==> src/rtl/frac_lutk_arith_cfg.sv <==
// Fracturable K-input LUT logic element with a shadow-and-commit
// configuration chain. Bits stream into a private shadow register on
// prog_clk and only reach the active configuration through a commit, so
// the logic outputs never glitch while a bitstream passes through.
module frac_lutk_arith_cfg #(
  parameter int unsigned K = 4
) (
  input  logic         prog_clk,
  input  logic         pReset,
  input  logic         config_enable,
  input  logic         ccff_head,
  output logic         ccff_tail,
  input  logic [K-1:0] frac_logic_in,
  input  logic         frac_logic_cin,
  output logic [1:0]   frac_logic_out,
  output logic         frac_logic_cout,
  output logic         cfg_valid,
  output logic         cfg_busy
);

  // Legal K range is 3..6; the layout below assumes K >= 2.
  localparam int unsigned TBL_W   = 2 ** K;
  localparam int unsigned HALF_W  = TBL_W / 2;
  localparam int unsigned CFG_W   = TBL_W + 3;
  localparam int unsigned CNT_W   = $clog2(CFG_W + 1);
  localparam int unsigned FRAC_B  = TBL_W;
  localparam int unsigned ARITH_B = TBL_W + 1;
  localparam int unsigned SEL_B   = TBL_W + 2;

  typedef enum logic [1:0] {
    IDLE   = 2'd0,
    SHIFT  = 2'd1,
    COMMIT = 2'd2
  } state_t;

  state_t             state, state_nxt;
  logic [CFG_W-1:0]   shadow, shadow_nxt;
  logic [CFG_W-1:0]   active, active_nxt;
  logic [CNT_W-1:0]   cnt, cnt_nxt;
  logic               valid_nxt;

  // State, configuration and status registers.
  always_ff @(posedge prog_clk or posedge pReset) begin
    if (pReset) begin
      state     <= IDLE;
      shadow    <= '0;
      active    <= '0;
      cnt       <= '0;
      cfg_valid <= 1'b0;
      cfg_busy  <= 1'b0;
    end else begin
      state     <= state_nxt;
      shadow    <= shadow_nxt;
      active    <= active_nxt;
      cnt       <= cnt_nxt;
      cfg_valid <= valid_nxt;
      cfg_busy  <= (state_nxt != IDLE);
    end
  end

  // Next-state: shift while enabled, commit one cycle after enable drops.
  always_comb begin
    state_nxt  = state;
    shadow_nxt = shadow;
    active_nxt = active;
    cnt_nxt    = cnt;
    valid_nxt  = cfg_valid;
    case (state)
      IDLE: begin
        if (config_enable) begin
          shadow_nxt = {shadow[CFG_W-2:0], ccff_head};
          cnt_nxt    = CNT_W'(1);
          valid_nxt  = 1'b0;
          state_nxt  = SHIFT;
        end
      end
      SHIFT: begin
        if (config_enable) begin
          shadow_nxt = {shadow[CFG_W-2:0], ccff_head};
          if (cnt != CNT_W'(CFG_W)) begin
            cnt_nxt = cnt + CNT_W'(1);
          end
        end else begin
          state_nxt = COMMIT;
        end
      end
      COMMIT: begin
        active_nxt = shadow;
        if (config_enable) begin
          // The head bit presented on this edge is intentionally dropped.
          cnt_nxt   = '0;
          valid_nxt = 1'b0;
          state_nxt = SHIFT;
        end else begin
          valid_nxt = (cnt == CNT_W'(CFG_W));
          state_nxt = IDLE;
        end
      end
      default: begin
        state_nxt = IDLE;
      end
    endcase
  end

  assign ccff_tail = shadow[CFG_W-1];

  // Logic datapath, purely combinational from the active configuration.
  logic [HALF_W-1:0] tbl_lo, tbl_hi;
  logic [K-2:0]      lut_idx;
  logic              lut_a, lut_b, lutk;
  logic              arith_mode, out0_sel;
  logic              sum, cout_raw;
  logic              unused_frac_mode;

  assign tbl_lo     = active[HALF_W-1:0];
  assign tbl_hi     = active[TBL_W-1:HALF_W];
  assign lut_idx    = frac_logic_in[K-2:0];
  assign arith_mode = active[ARITH_B];
  assign out0_sel   = active[SEL_B];

  // frac_mode only changes how the two half-LUTs are interpreted, not wiring.
  assign unused_frac_mode = active[FRAC_B];

  assign lut_a    = tbl_lo[lut_idx];
  assign lut_b    = tbl_hi[lut_idx];
  assign lutk     = frac_logic_in[K-1] ? lut_b : lut_a;
  assign sum      = lut_a ^ frac_logic_cin;
  assign cout_raw = lut_a ? frac_logic_cin : lut_b;

  assign frac_logic_out[0] = out0_sel ? (arith_mode ? sum : lutk) : lut_a;
  assign frac_logic_out[1] = lut_b;
  assign frac_logic_cout   = arith_mode ? cout_raw : 1'b0;

endmodule

==> config.mk <==
export PLATFORM = sky130hd
export DESIGN_NAME = frac_lutk_arith_cfg
export DESIGN_NICKNAME = d
export VERILOG_FILES = /design/src/rtl/frac_lutk_arith_cfg.sv
export SDC_FILE = /design/constraint.sdc
export NUM_CORES = 1
export LEC_CHECK = 0
export BUFFER_PORTS_ARGS = -buffer_cell sky130_fd_sc_hd__buf_2
export CORE_ASPECT_RATIO = 2
export CORE_MARGIN = 2
export CORE_UTILIZATION = 40
export CTS_BUF_LIST = sky130_fd_sc_hd__clkbuf_16
export CTS_CLUSTER_DIAMETER = 30
export DETAILED_ROUTE_END_ITERATION = 8
export SLEW_MARGIN = 10
export SYNTH_ARGS = -nofsm -noshare
export SYNTH_HDL_FRONTEND = slang
export SYNTH_SLANG_ARGS = --single-unit
==> constraint.sdc <==
create_clock -name prog_clk -period 5.3 [get_ports prog_clk]
set_input_delay 0.265 -clock prog_clk [delete_from_list [all_inputs] [get_ports prog_clk]]
set_output_delay 0.265 -clock prog_clk [all_outputs]
set_load 0.02 [all_outputs]
Word-level counts from Yosys, hierarchy flattened --
Cells that the tools add are included.
Storage, ports and cells: register bits 47, bits of input ports 9, output and inout bits 6, word-level logic and storage cells 46
Operators by class: add/subtract/negate cells 1, magnitude comparators 1, equality and inequality tests 8, multiplexer cells 21, bitwise operators 1, reductions and logical operators 8
Operators with widths (count):
- 5-bit 2-to-1 mux | 4
- 5-bit case mux with 3 select lines | 1
- 1-bit 2-to-1 mux | 10
- 2-bit inequality test, second input constant | 4
- 1-bit binary-select mux with 3-bit select | 2
- 2-bit case mux with 3 select lines | 1
- 5-bit by 1-bit adder with 5-bit output, second input constant | 1
- 5-bit == test, second input constant | 1
- 5-bit inequality test, second input constant | 1
- 5-bit AND reduction | 1
- 3-bit by 4-bit less-than comparator with 1-bit output, second input constant | 1
- 2-bit 2-to-1 mux | 2
- 2-bit AND reduction | 2
- 2-bit nonzero test | 2
- 3-bit nonzero test | 1
- 2-bit by 1-bit == test with 1-bit output, second input constant | 1
- 2-bit == test, second input constant | 1
- 2-bit zero test | 1
- 1-bit case mux with 2 select lines | 1
- 2-bit OR reduction | 1
- 1-bit bitwise XOR | 1

Depth between registers and ports, before layout --
depth after elaboration 5, depth in mapped cells 7, gate-level depth less buffers 6

Least setup slack after synthesis --
OpenSTA, ideal clock, no wires.
path type register to register, start point register state[0], end point register shadow[0], library setup time 125 ps, arrival time 1735 ps, data required time 5175 ps, setup slack 3441 ps, cell stages (with the launch flop) 7, path buffers 2, period minus slack after synthesis 1859 ps, cell sequence dfrtp_1 inv_1 ha_1 clkbuf_1 o21ai_2 buf_2 mux2_2
On the way: word-level cells in the longest chain between the ends 3, elaborated cells on any way between the ends 4, classes of those cells eq/ne: 1; reduce/logical: 3
RTL lines:
- from (decl) | line 36 | state_t state, state_nxt;
- from (signal assigned) | line 52 | state <= state_nxt;
- 2-bit by 1-bit == test with 1-bit output / 2-bit zero test (equally long branches) | line 68 | case (state)
- 2-bit OR reduction (no line) *
- 2-bit AND reduction (no line) *
- to (signal assigned) | line 53 | shadow <= shadow_nxt;
- to (decl) | line 37 | logic [CFG_W-1:0] shadow, shadow_nxt;
Mark *: on every way between the ends. The rest lies on a longest branch, timed or not. A chain may end at the register's enable or synchronous reset.

Worst setup path in the final report --
start point register state[0], end point register cnt[3]
On the way: word-level cells in the longest chain between the ends 3, elaborated cells on any way between the ends 10, classes of those cells eq/ne: 6; mux: 1; reduce/logical: 3
RTL lines:
- 2-bit by 1-bit == test with 1-bit output, or another cell as far along | line 68
- 2-bit inequality test (no line) / 3-bit nonzero test (equally long branches)
- 5-bit AND reduction (no line)
- to (signal assigned) | line 55 | cnt <= cnt_nxt;
- to (decl) | line 39 | logic [CNT_W-1:0] cnt, cnt_nxt;
Parallel ways exist; a longest one is shown, timed or not.

==> metrics <==
status finished, final reports clean; CP max-delay cell ha_1; Yosys reg bits 46; Clock Skew 3.15 ps; clk_lat worst skew 280 ps; clock buffer depth 2; post-synth top area share 54.8%; WL met1 1.43 mm; setup violators final 0; GRT Residual Overflow 0; wire length on met3 126 um; fillers 499; initial antenna violation count 0; Post-synth ARST share 100%; Final nets 183; Max VDD drop 285 uV; Area growth syn-to-layout 12.5%; f_max 412 MHz; Die Ht 107 um; DRT Pass-1 Iters 4; Setup crit end kind flop; Placer Congestion 0.750; cell with the most instances after synthesis dfrtp_1; Total GRT Usage 14.3%; Max Cap Viol 0; total negative slack 0 ps; HP Class in -> async; Starting DRT DRC Count 38; number of inserted diodes 0; Seq. cell area 0.00115 sq mm; H-tree depth 2; uppermost layer routed met4; synthesized cell area 0.00210 sq mm; Avg WL per Cell 16.7 um; Pins Over Slew Limit 0; Post-synth EDFFs 0; Power Density 571 mW/mm^2; minimum clock period 2430 ps; worst path required time 5470 ps; # rows 37; critical path class reg -> reg; Multi-input gate area 896 sq um; sequential fraction of the synthesis area 54.8%; Slew @ Worst Pin 991 ps; largest net degree at the start of global routing 47; DIE AREA 0.00589 sq mm; fraction of layout cells with a size suffix above 1 38.2%; met2 wire length 2.16 mm; main flop type after synthesis dfrtp_1; drt total wl 3.81 mm; unrepaired setup endpoints after global routing no; initial core utilization 41.3%; Buffers & Inverters on Critical Path 1; Worst Setup Start Kind flop; YS warnings 0; Setup Buffers After CTS 0; die width 55.3 um; CTS tree built; io pins 15; CTS buffer count 5; fin crit share 45.8%; root buf cell clkbuf_16; Routed Antenna Nets 0; mean cell area of the mapped netlist 13.7 sq um; P_leak 1.09 nW; Crit path arrival time 2600 ps; CTS-repair resized insts 0; vias per cell 5.58; CP peak stage delay 770 ps; # clock sinks 46; critical path fanouts, max 22; drt drc 0; HPWL after DPL 2.79 mm; clk slew on worst S/H paths 60 ps; ranking of synthesized cells by area dfrtp_1 (55%), mux2_2 (20%), mux4_1 (5.0%); synth unique cells 30; Worst slew margin 33.9%; number of global-route vias before repair 1,328; biggest area consumer among synthesized cells dfrtp_1; number of port buffers 14; critical-path cell list inv_1 > ha_1 > o21bai_1 > a22oi_1 > o21ai_0 > a32o_1; Via Count 1,273; Syn Inst Count 153; CP top delay family compound AO/OA/AOI/OAI gates; Synth top cells by count dfrtp_1 (46), mux2_2 (38), o21ai_0 (12); first-pass GRT wire length 6.50 mm; syn nets 167; final hold viol count 0; cts hold-fix bufs 0; fin util 46.4%; Core Region 0.00509 sq mm
## metrics by stage
| step | std cells | hold WS (ps) | power (mW) | setup WS [ps] | area, sq um |
|---|---|---|---|---|---|
| after global routing | 228 | 181 | 1.44 | 2680 | 2360 |
| after floorplan | 153 | 360 | 0.949 | 3440 | 2100 |
| after CTS | 228 | 141 | 1.37 | 2860 | 2360 |
| final | 228 | 115 | 1.35 | 2870 | 2360 |
| after detailed placement | 220 | 444 | 1.07 | 2880 | 2220 |
| after global placement | 220 | 430 | 1.04 | 2970 | 2220 |
## path summary, 6_finish.rpt
path                                  startpoint                     end  slack [ps]  cells past startpoint
min reg2reg                cfg_valid$_DFFE_PP0P_   cfg_valid$_DFFE_PP0P_         480                      2
min in group prog_clk                  ccff_head   shadow[0]$_DFFE_PP0P_         210                      2
min                                       pReset  shadow[16]$_DFFE_PP0P_         120                      3
max in group asynchronous                 pReset   shadow[6]$_DFFE_PP0P_        4800                      3
max reg2reg                   state[0]$_DFF_PP0_      cnt[3]$_DFFE_PP0P_        2870                      6
max                           state[0]$_DFF_PP0_      cnt[3]$_DFFE_PP0P_        2870                      6
## state kept, by name, indices dropped and copies added, names as in the netlist
register and flops:
shadow 19, cnt 5, state 2, active 18
cfg_valid 1, cfg_busy 1
## kinds of logic after synthesis
| kind of cell | count (synthesis) | synth area share, % |
|---|---|---|
| adders and majority gates | 5 | 2.98 |
| AOI/OAI and AO/OA | 24 | 6.85 |
| DFF | 46 | 54.8 |
| and+or+nand+nor | 19 | 5.36 |
| muxes | 46 | 27.4 |
| buffers and inverters | 13 | 2.62 |
## power by group
| group | internal (mW) | switching [mW] | leakage, nW | total, mW |
|---|---|---|---|---|
| combinational | 0.248 | 0.205 | 0.447 | 0.454 |
| sequential | 0.501 | 0.0960 | 0.579 | 0.597 |
| clock | 0.172 | 0.127 | 0.0672 | 0.299 |
| total | 0.921 | 0.428 | 1.09 | 1.35 |
## per-layer routing
layer  vias up  track usage (%)
met5         -                0
met4         0             7.84
met3         9             3.04
met2        32             25.9
met1       643             14.8
li1        589                -
## area by class of cell
class	instances	share of cell area, %
clock buffer	5	5.29
clock inverter	3	0.688
inverter	7	1.11
multi-input combinational	94	37.9
sequential	46	48.7
tap	58	3.07
timing repair buffer	15	3.28
## cells in the final DEF (no fill, tap or decap), types with 2 or more instances in the layout
| cell | netlist | layout |
|---|---|---|
| mux2i_1 | 3 | 3 |
| mux4_1 | 4 | 4 |
| inv_1 | 7 | 6 |
| nor2b_1 | 2 | 2 |
| o21ai_0 | 12 | 12 |
| clkbuf_16 | 0 | 5 |
| or2_2 | 2 | 2 |
| nand3_1 | 4 | 4 |
| o31ai_1 | 2 | 2 |
| a21oi_1 | 4 | 4 |
| clkinv_1 | 0 | 2 |
| mux2_2 | 38 | 38 |
| ha_1 | 5 | 5 |
| nor2_1 | 2 | 2 |
| dfrtp_1 | 46 | 46 |
| nand2_1 | 4 | 4 |
| buf_2 | 2 | 14 |
## tightest hold or removal path, cell delays in order
cell and delay, ps:
buf_2 100, clkinv_1 30, buf_4 470
No activity file was read; power rests on OpenSTA's default activity.
